`config.mk`:
```
export PLATFORM = sky130hd
export DESIGN_NAME = nec_motor_ctrl_mc
export DESIGN_NICKNAME = d
export VERILOG_FILES = /design/src/rtl/nec_motor_ctrl_mc.sv
export SDC_FILE = /design/constraint.sdc
export NUM_CORES = 1
export LEC_CHECK = 0
export BUFFER_PORTS_ARGS = -buffer_cell sky130_fd_sc_hd__clkbuf_2
export CORE_MARGIN = 3
export CORE_UTILIZATION = 27
export CTS_CLUSTER_SIZE = 24
export DETAILED_ROUTE_END_ITERATION = 8
export PLACE_DENSITY = 0.47
export SLEW_MARGIN = 30
export SYNTH_ARGS = -nofsm -noshare
export SYNTH_HDL_FRONTEND = slang
export SYNTH_SLANG_ARGS = --single-unit
```
`constraint.sdc`:
```
create_clock -name clk_i -period 3.8 [get_ports clk_i]
set_clock_uncertainty 0.15 [all_clocks]
set_input_delay 0 -clock clk_i [delete_from_list [all_inputs] [get_ports clk_i]]
set_output_delay 0 -clock clk_i [all_outputs]
set_load 0.02 [all_outputs]
```
`src/rtl/nec_motor_ctrl_mc.sv`:
```
// rtl/nec_motor_ctrl_mc.sv - multi-channel motor controller driven by decoded NEC IR frames
//
// Purpose:
//   Checks each decoded NEC frame, then executes exactly one command per strobe:
//   ON/OFF on the selected channel, duty target UP/DOWN, channel select, all-off.
//   REPEAT strobes re-issue the last UP/DOWN. Every channel's duty output ramps
//   toward its goal one LSB per prescaler period. The goal is the target while
//   the channel is on and zero while it is off.
//
// Ports:
//   clk_i        system clock
//   rst_i        synchronous reset, active high
//   frame_vld_i  one-cycle strobe, frame_i holds a new frame
//   frame_i      [7:0] addr, [15:8] ~addr, [23:16] cmd, [31:24] ~cmd
//   repeat_i     one-cycle strobe, NEC repeat code received
//   sw_o         per-channel enable
//   rate_set_o   ramped duty, channel i at [i*DUTY_W +: DUTY_W]
//   ch_sel_o     channel addressed by ON/OFF/UP/DOWN
//   cmd_ack_o    one-cycle pulse, command executed
//   cmd_err_o    one-cycle pulse, frame rejected

module nec_motor_ctrl_mc #(
    parameter int         NCH      = 2,
    parameter int         DUTY_W   = 7,
    parameter int         STEP     = 10,
    parameter int         DUTY_MAX = 90,
    parameter int         WRAP     = 0,
    parameter int         RAMP_DIV = 1000,
    parameter logic [7:0] ADDR     = 8'h00,
    parameter bit         ADDR_CHK = 1'b1,
    parameter bit         REP_EN   = 1'b1
) (
    input  logic                    clk_i,
    input  logic                    rst_i,
    input  logic                    frame_vld_i,
    input  logic [31:0]             frame_i,
    input  logic                    repeat_i,
    output logic [NCH-1:0]          sw_o,
    output logic [NCH*DUTY_W-1:0]   rate_set_o,
    output logic [2:0]              ch_sel_o,
    output logic                    cmd_ack_o,
    output logic                    cmd_err_o
);

    localparam logic [7:0] CMD_ON      = 8'h45;
    localparam logic [7:0] CMD_OFF     = 8'h44;
    localparam logic [7:0] CMD_UP      = 8'h09;
    localparam logic [7:0] CMD_DOWN    = 8'h15;
    localparam logic [7:0] CMD_CH_NEXT = 8'h40;
    localparam logic [7:0] CMD_ALL_OFF = 8'h47;

    // UP is summed one bit wider so a carry past DUTY_MAX is never lost.
    localparam logic [DUTY_W:0]   STEP_X = (DUTY_W+1)'(STEP);
    localparam logic [DUTY_W:0]   MAX_X  = (DUTY_W+1)'(DUTY_MAX);
    localparam logic [DUTY_W-1:0] STEP_T = DUTY_W'(STEP);
    localparam logic [DUTY_W-1:0] MAX_T  = DUTY_W'(DUTY_MAX);

    localparam int              PS_W    = (RAMP_DIV > 1) ? $clog2(RAMP_DIV) : 1;
    localparam logic [PS_W-1:0] PS_LAST = PS_W'((RAMP_DIV > 0) ? RAMP_DIV - 1 : 0);

    typedef enum logic [1:0] {
        LAST_NONE,
        LAST_UP,
        LAST_DOWN,
        LAST_OTHER
    } last_t;

    typedef enum logic [2:0] {
        OP_NONE,
        OP_ON,
        OP_OFF,
        OP_UP,
        OP_DOWN,
        OP_CH_NEXT,
        OP_ALL_OFF
    } op_t;

    logic [NCH-1:0]    sw_q, sw_d;
    logic [2:0]        ch_sel_q, ch_sel_d;
    logic [DUTY_W-1:0] tgt_q  [NCH];
    logic [DUTY_W-1:0] tgt_d  [NCH];
    logic [DUTY_W-1:0] rate_q [NCH];
    logic [DUTY_W-1:0] rate_d [NCH];
    logic [DUTY_W-1:0] goal   [NCH];
    last_t             last_q, last_d;
    logic              ack_q, ack_d;
    logic              err_q, err_d;
    logic [PS_W-1:0]   ps_q, ps_d;

    logic [7:0]        cmd;
    logic              frame_ok;
    op_t               op;
    logic [DUTY_W-1:0] cur_tgt;
    logic [DUTY_W:0]   up_sum;
    logic [DUTY_W-1:0] up_val;
    logic [DUTY_W-1:0] dn_val;
    logic              tick;

    assign cmd      = frame_i[23:16];
    assign frame_ok = (frame_i[31:24] == ~cmd) &&
                      (!ADDR_CHK || ((frame_i[7:0] == ADDR) && (frame_i[15:8] == ~ADDR)));

    // A valid frame always wins over a simultaneous REPEAT strobe.
    always_comb begin
        op = OP_NONE;
        if (frame_vld_i) begin
            if (frame_ok) begin
                case (cmd)
                    CMD_ON:      op = OP_ON;
                    CMD_OFF:     op = OP_OFF;
                    CMD_UP:      op = OP_UP;
                    CMD_DOWN:    op = OP_DOWN;
                    CMD_CH_NEXT: op = OP_CH_NEXT;
                    CMD_ALL_OFF: op = OP_ALL_OFF;
                    default:     op = OP_NONE;
                endcase
            end
        end else if (repeat_i && REP_EN) begin
            if (last_q == LAST_UP) begin
                op = OP_UP;
            end else if (last_q == LAST_DOWN) begin
                op = OP_DOWN;
            end
        end
    end

    // Target of the selected channel, plus its UP/DOWN results.
    always_comb begin
        cur_tgt = '0;
        for (int i = 0; i < NCH; i++) begin
            if (ch_sel_q == 3'(i)) begin
                cur_tgt = tgt_q[i];
            end
        end
        up_sum = {1'b0, cur_tgt} + STEP_X;
        if (up_sum > MAX_X) begin
            up_val = (WRAP != 0) ? '0 : MAX_T;
        end else begin
            up_val = up_sum[DUTY_W-1:0];
        end
        if (cur_tgt < STEP_T) begin
            dn_val = (WRAP != 0) ? MAX_T : '0;
        end else begin
            dn_val = cur_tgt - STEP_T;
        end
    end

    always_comb begin
        sw_d     = sw_q;
        ch_sel_d = ch_sel_q;
        last_d   = last_q;
        ack_d    = 1'b0;
        err_d    = frame_vld_i && !frame_ok;
        for (int i = 0; i < NCH; i++) begin
            tgt_d[i] = tgt_q[i];
        end

        if (op != OP_NONE) begin
            ack_d = 1'b1;
        end

        case (op)
            OP_ON: begin
                for (int i = 0; i < NCH; i++) begin
                    if (ch_sel_q == 3'(i)) sw_d[i] = 1'b1;
                end
                last_d = LAST_OTHER;
            end
            OP_OFF: begin
                for (int i = 0; i < NCH; i++) begin
                    if (ch_sel_q == 3'(i)) sw_d[i] = 1'b0;
                end
                last_d = LAST_OTHER;
            end
            OP_UP: begin
                for (int i = 0; i < NCH; i++) begin
                    if (ch_sel_q == 3'(i)) tgt_d[i] = up_val;
                end
                last_d = LAST_UP;
            end
            OP_DOWN: begin
                for (int i = 0; i < NCH; i++) begin
                    if (ch_sel_q == 3'(i)) tgt_d[i] = dn_val;
                end
                last_d = LAST_DOWN;
            end
            OP_CH_NEXT: begin
                ch_sel_d = (ch_sel_q == 3'(NCH - 1)) ? 3'd0 : ch_sel_q + 3'd1;
                // Recording CH_NEXT keeps a later REPEAT from hitting the new channel.
                last_d   = LAST_OTHER;
            end
            OP_ALL_OFF: begin
                sw_d   = '0;
                last_d = LAST_OTHER;
            end
            default: begin
            end
        endcase
    end

    // Free-running prescaler; its terminal count paces the ramp.
    assign tick = (RAMP_DIV != 0) && (ps_q == PS_LAST);

    always_comb begin
        if (RAMP_DIV == 0 || tick) begin
            ps_d = '0;
        end else begin
            ps_d = ps_q + 1'b1;
        end
    end

    // Ramping always starts from the current output, so a retarget never jumps.
    always_comb begin
        for (int i = 0; i < NCH; i++) begin
            goal[i]   = sw_q[i] ? tgt_q[i] : '0;
            rate_d[i] = rate_q[i];
            if (RAMP_DIV == 0) begin
                rate_d[i] = goal[i];
            end else if (tick) begin
                if (rate_q[i] < goal[i]) begin
                    rate_d[i] = rate_q[i] + 1'b1;
                end else if (rate_q[i] > goal[i]) begin
                    rate_d[i] = rate_q[i] - 1'b1;
                end
            end
        end
    end

    always_ff @(posedge clk_i) begin
        if (rst_i) begin
            sw_q     <= '0;
            ch_sel_q <= '0;
            last_q   <= LAST_NONE;
            ack_q    <= 1'b0;
            err_q    <= 1'b0;
            ps_q     <= '0;
            for (int i = 0; i < NCH; i++) begin
                tgt_q[i]  <= '0;
                rate_q[i] <= '0;
            end
        end else begin
            sw_q     <= sw_d;
            ch_sel_q <= ch_sel_d;
            last_q   <= last_d;
            ack_q    <= ack_d;
            err_q    <= err_d;
            ps_q     <= ps_d;
            for (int i = 0; i < NCH; i++) begin
                tgt_q[i]  <= tgt_d[i];
                rate_q[i] <= rate_d[i];
            end
        end
    end

    always_comb begin
        rate_set_o = '0;
        for (int i = 0; i < NCH; i++) begin
            rate_set_o[i*DUTY_W +: DUTY_W] = rate_q[i];
        end
    end

    assign sw_o      = sw_q;
    assign ch_sel_o  = ch_sel_q;
    assign cmd_ack_o = ack_q;
    assign cmd_err_o = err_q;

endmodule

```
==> flow_summary.ini <==
[grt]
overflow = 0
busiest_layer = met2
grt_pass1_vias = 2860
met3_usage_pct = 3.56
antenna_found_initial = 0
met2_usage_pct = 19.0
grtUsageTotal_pct = 11.4
grt_first_pass_wirelength_mm = 13.4
grt_util_met1_pct = 14.7
grt_max_degree = 22

[placed_design]
dpl_cell_area_um2 = 3820
place_ws_ns = 0.259
hpwl_mm = 6.19
io_buffers = 56
gp_congestion = 0.798

[logic_synthesis]
syn_inst = 378
synthFlopType = dfxtp_1
synth_edf_count = 0
syn_area_um2 = 3370
seq_area_frac_synth_pct = 27.9
synth_cell_type_count = 60
synth_seq_cells = 47
yosys_warnings = 0
synth.avg_cell_area_um2 = 8.91
synthArstFlopShare_pct = 0
syn_nets = 445

[clocking]
cts_sinks = 47
htreeDepth = 2
root_buffer = clkbuf_16
insertion_delay_ns = 0.28
cts_tree = yes
clk_pin_slew_ns = 0.06
cts_made_buffers = 5
clockBufferDepth = 2

[power]
clock_power_share_pct = 48.1
netSwitchingFraction_pct = 20.9
ir_worst_vdd_uv = 176
p_int_mw = 0.852
p_sw_mw = 0.225
combPwrFrac_pct = 5.6
p_leak_nw = 1.80
power_density_nw_per_um2 = 269
seqPwrFrac_pct = 46.3

[route]
drtIter0Drc = 129
vias = 2837
wire_per_inst_um = 12.9
drc = 0
ant_nets = 0
drt_pass1_iterations = 4
postRouteWirelength_mm = 7.75
via_per_inst = 4.71

[sta]
fin_tns_setup_ns = 0
drv_slew = 0
setup_ws_ns = 0.368
rsz0062_at_grt = no
fin_crit_sh_pct = 90.3
relSlewSlack_pct = 40.1
final_hold_viol_count = 0
max_freq_mhz = 291
min_period_ns = 3.43
setup_viol = 0
worstMarginPinSlew_ns = 0.894

[hold_path]
worstHoldPathType = input pin to flip-flop
min_to = rate_q[0][6]
min_path_cells = 2
min_from = rst_i

[setup_path]
crit_fanout = 9
arrival_ns = 3.50
rrSetupSlack_ns = 0.37
slowest_stage = fa_1
critPathMaxStageDelay_ns = 0.43
cp-end-kind = flip-flop
path_buf_inv = 1
reg2reg_to = rate_q[0][6]
critPathLaunch = sw_o[0]
required_ns = 3.87
critical-path-top-delay-family = compound AO/OA/AOI/OAI gates
r2r_cells = 14
worst_setup_path_start_kind = flip-flop
crit_chain = nand2_1 > ha_1 > a21o_1 > a21o_1 > a211oi_1 > inv_1 > fa_1 > a21o_1 > a21oi_1 > o21bai_1 > a21oi_1 > xnor2_1 > or3_1 > a21oi_1
critical_path_class = flip-flop to flip-flop
r2r_start = sw_o[0]

[floorplanning]
rows = 40
die_h_um = 118
initial_core_util_pct = 27.8
core_um2 = 12100
ios = 57
fp.dieArea_um2 = 13800
die_x_um = 118

[final_layout]
diodes = 0
fillers = 1310
layout-drive-gt1-share_pct = 22.6
multi_input_area_um2 = 2290
fin_area_um2 = 4000
area_growth_syn_to_layout_pct = 18.9
utilization_pct = 33.1
fin_nets = 500
regArea_um2 = 943

[outcome]
outcome = complete, no violations

[flow_run]
cap_violations = 0
==> stage by stage <==
stage | hold slack (ns) | power, mW | instances
after floorplan | -0.00408 | 0.544 | 378
after global placement | 0.161 | 0.571 | 593
after detailed placement | 0.166 | 0.571 | 593
after CTS | 0.0146 | 1.10 | 602
after global routing | 0.0526 | 1.13 | 602
final | 0.0150 | 1.08 | 602
==> sequential cells by signal (all words and copies together), names as in the netlist <==
name and count:
tgt_q 14, last_q 2, cmd_err_o 1, ch_sel_o 3, rate_q 14, sw_o 2
cmd_ack_o 1, ps_q 10
==> how the worst max path moves through the flow <==
stage | endpoint | depth (start not counted)
after detailed placement | rate_q[0][6] | 14
after floorplan | rate_q[0][13] | 15
final | rate_q[0][6] | 14
after global routing | rate_q[0][13] | 15
after global placement | rate_q[0][13] | 15
after CTS | rate_q[0][6] | 14
==> synthesized netlist by cell type (3+ instances only) <==
master    number  area (um2)
a31oi_1        3        18.8
clkbuf_1       9        33.8
dfxtp_1       47         941
nor2_1        45         169
nor3_1         6        30.0
inv_1         18        67.6
nand2_1       22        82.6
nand3_1       13        65.1
nand4_1        5        31.3
a21o_1         8        60.1
ha_1          29         363
mux2_2         3        33.8
mux2i_1       24         240
and2_1         5        31.3
a21oi_1       20         100
or2_2          3        18.8
nand4b_1       4        35.0
o21bai_1       4        30.0
nor2b_1        6        37.5
or3_1          5        31.3
o21ai_0       10        50.1
and3_1         3        18.8
xor2_1        10        87.6
o31ai_2        3        37.5
xnor2_1       24         210
nand3b_1       3        22.5
==> power by group through the flow <==
stage          clock, mW  sequential (mW)  combinational, mW
6_report           0.517            0.499             0.0607
5_1_grt            0.561            0.499             0.0680
4_1_cts            0.538            0.498             0.0619
3_5_place_dp           0            0.510             0.0608
3_3_place_gp           0            0.510             0.0608
2_1_floorplan          0            0.510             0.0339
==> kinds of logic after synthesis <==
logic type	synth area share, %
simple gates	21.8
mux	8.58
xor+xnor	8.84
flops	27.9
compound gates	16.8
buf+inv	4.09
fa+ha+maj	12.0
==> cells in the final DEF (no fill, tap or decap), drive strengths merged, types with 3 or more instances in the layout <==
cell / Yosys / final
xor2: 10 / 10
nand4: 6 / 6
nor2b: 6 / 6
o211a: 3 / 3
ha: 29 / 29
mux2i: 24 / 24
or3: 5 / 5
mux2: 4 / 4
dfxtp: 47 / 47
a21o: 8 / 8
clkbuf: 9 / 62
xnor2: 24 / 24
inv: 18 / 18
buf: 4 / 4
and2: 5 / 5
nor2: 45 / 45
o31ai: 5 / 5
nor4: 3 / 3
nand4b: 4 / 4
nand3b: 3 / 3
and3: 3 / 3
nand3: 13 / 13
nand2: 22 / 22
or2: 3 / 3
a21oi: 21 / 21
a31oi: 3 / 3
nor3: 8 / 8
o21ai: 14 / 14
o21bai: 4 / 4
==> layout make-up <==
type	instances	share of cell area, %
well taps	168	5.25
repair buffers	61	8.00
multi-input cells	300	57.2
clock inverters	2	0.875
clock buffers	6	3.47
inverters	18	1.69
flip-flops and latches	47	23.6
==> worst register-to-register path: cells and delay by family (launching register included) <==
kind,cells,cell delay [ns]
AO/OA/AOI/OAI,8,1.41
adder cells (fa/ha/maj),2,0.73
flip-flops,1,0.40
AND/OR/NAND/NOR,2,0.38
buffers and inverters,1,0.19
XOR/XNOR,1,0.09
==> metal layers <==
metal | part of all wire, % | wire length, um
met5 | 0 | 0
met4 | 0.79 | 61
met3 | 5.1 | 395
met2 | 48 | 3720
met1 | 46 | 3570
==> timing repair <==
item	in CTS	in global routing
resized for setup	0	3
endpoints found under the hold margin	1	0
hold buffers	1	0
setup buffers	0	0
endpoints found under the setup margin	0	2
No activity file was read; power rests on OpenSTA's default activity.
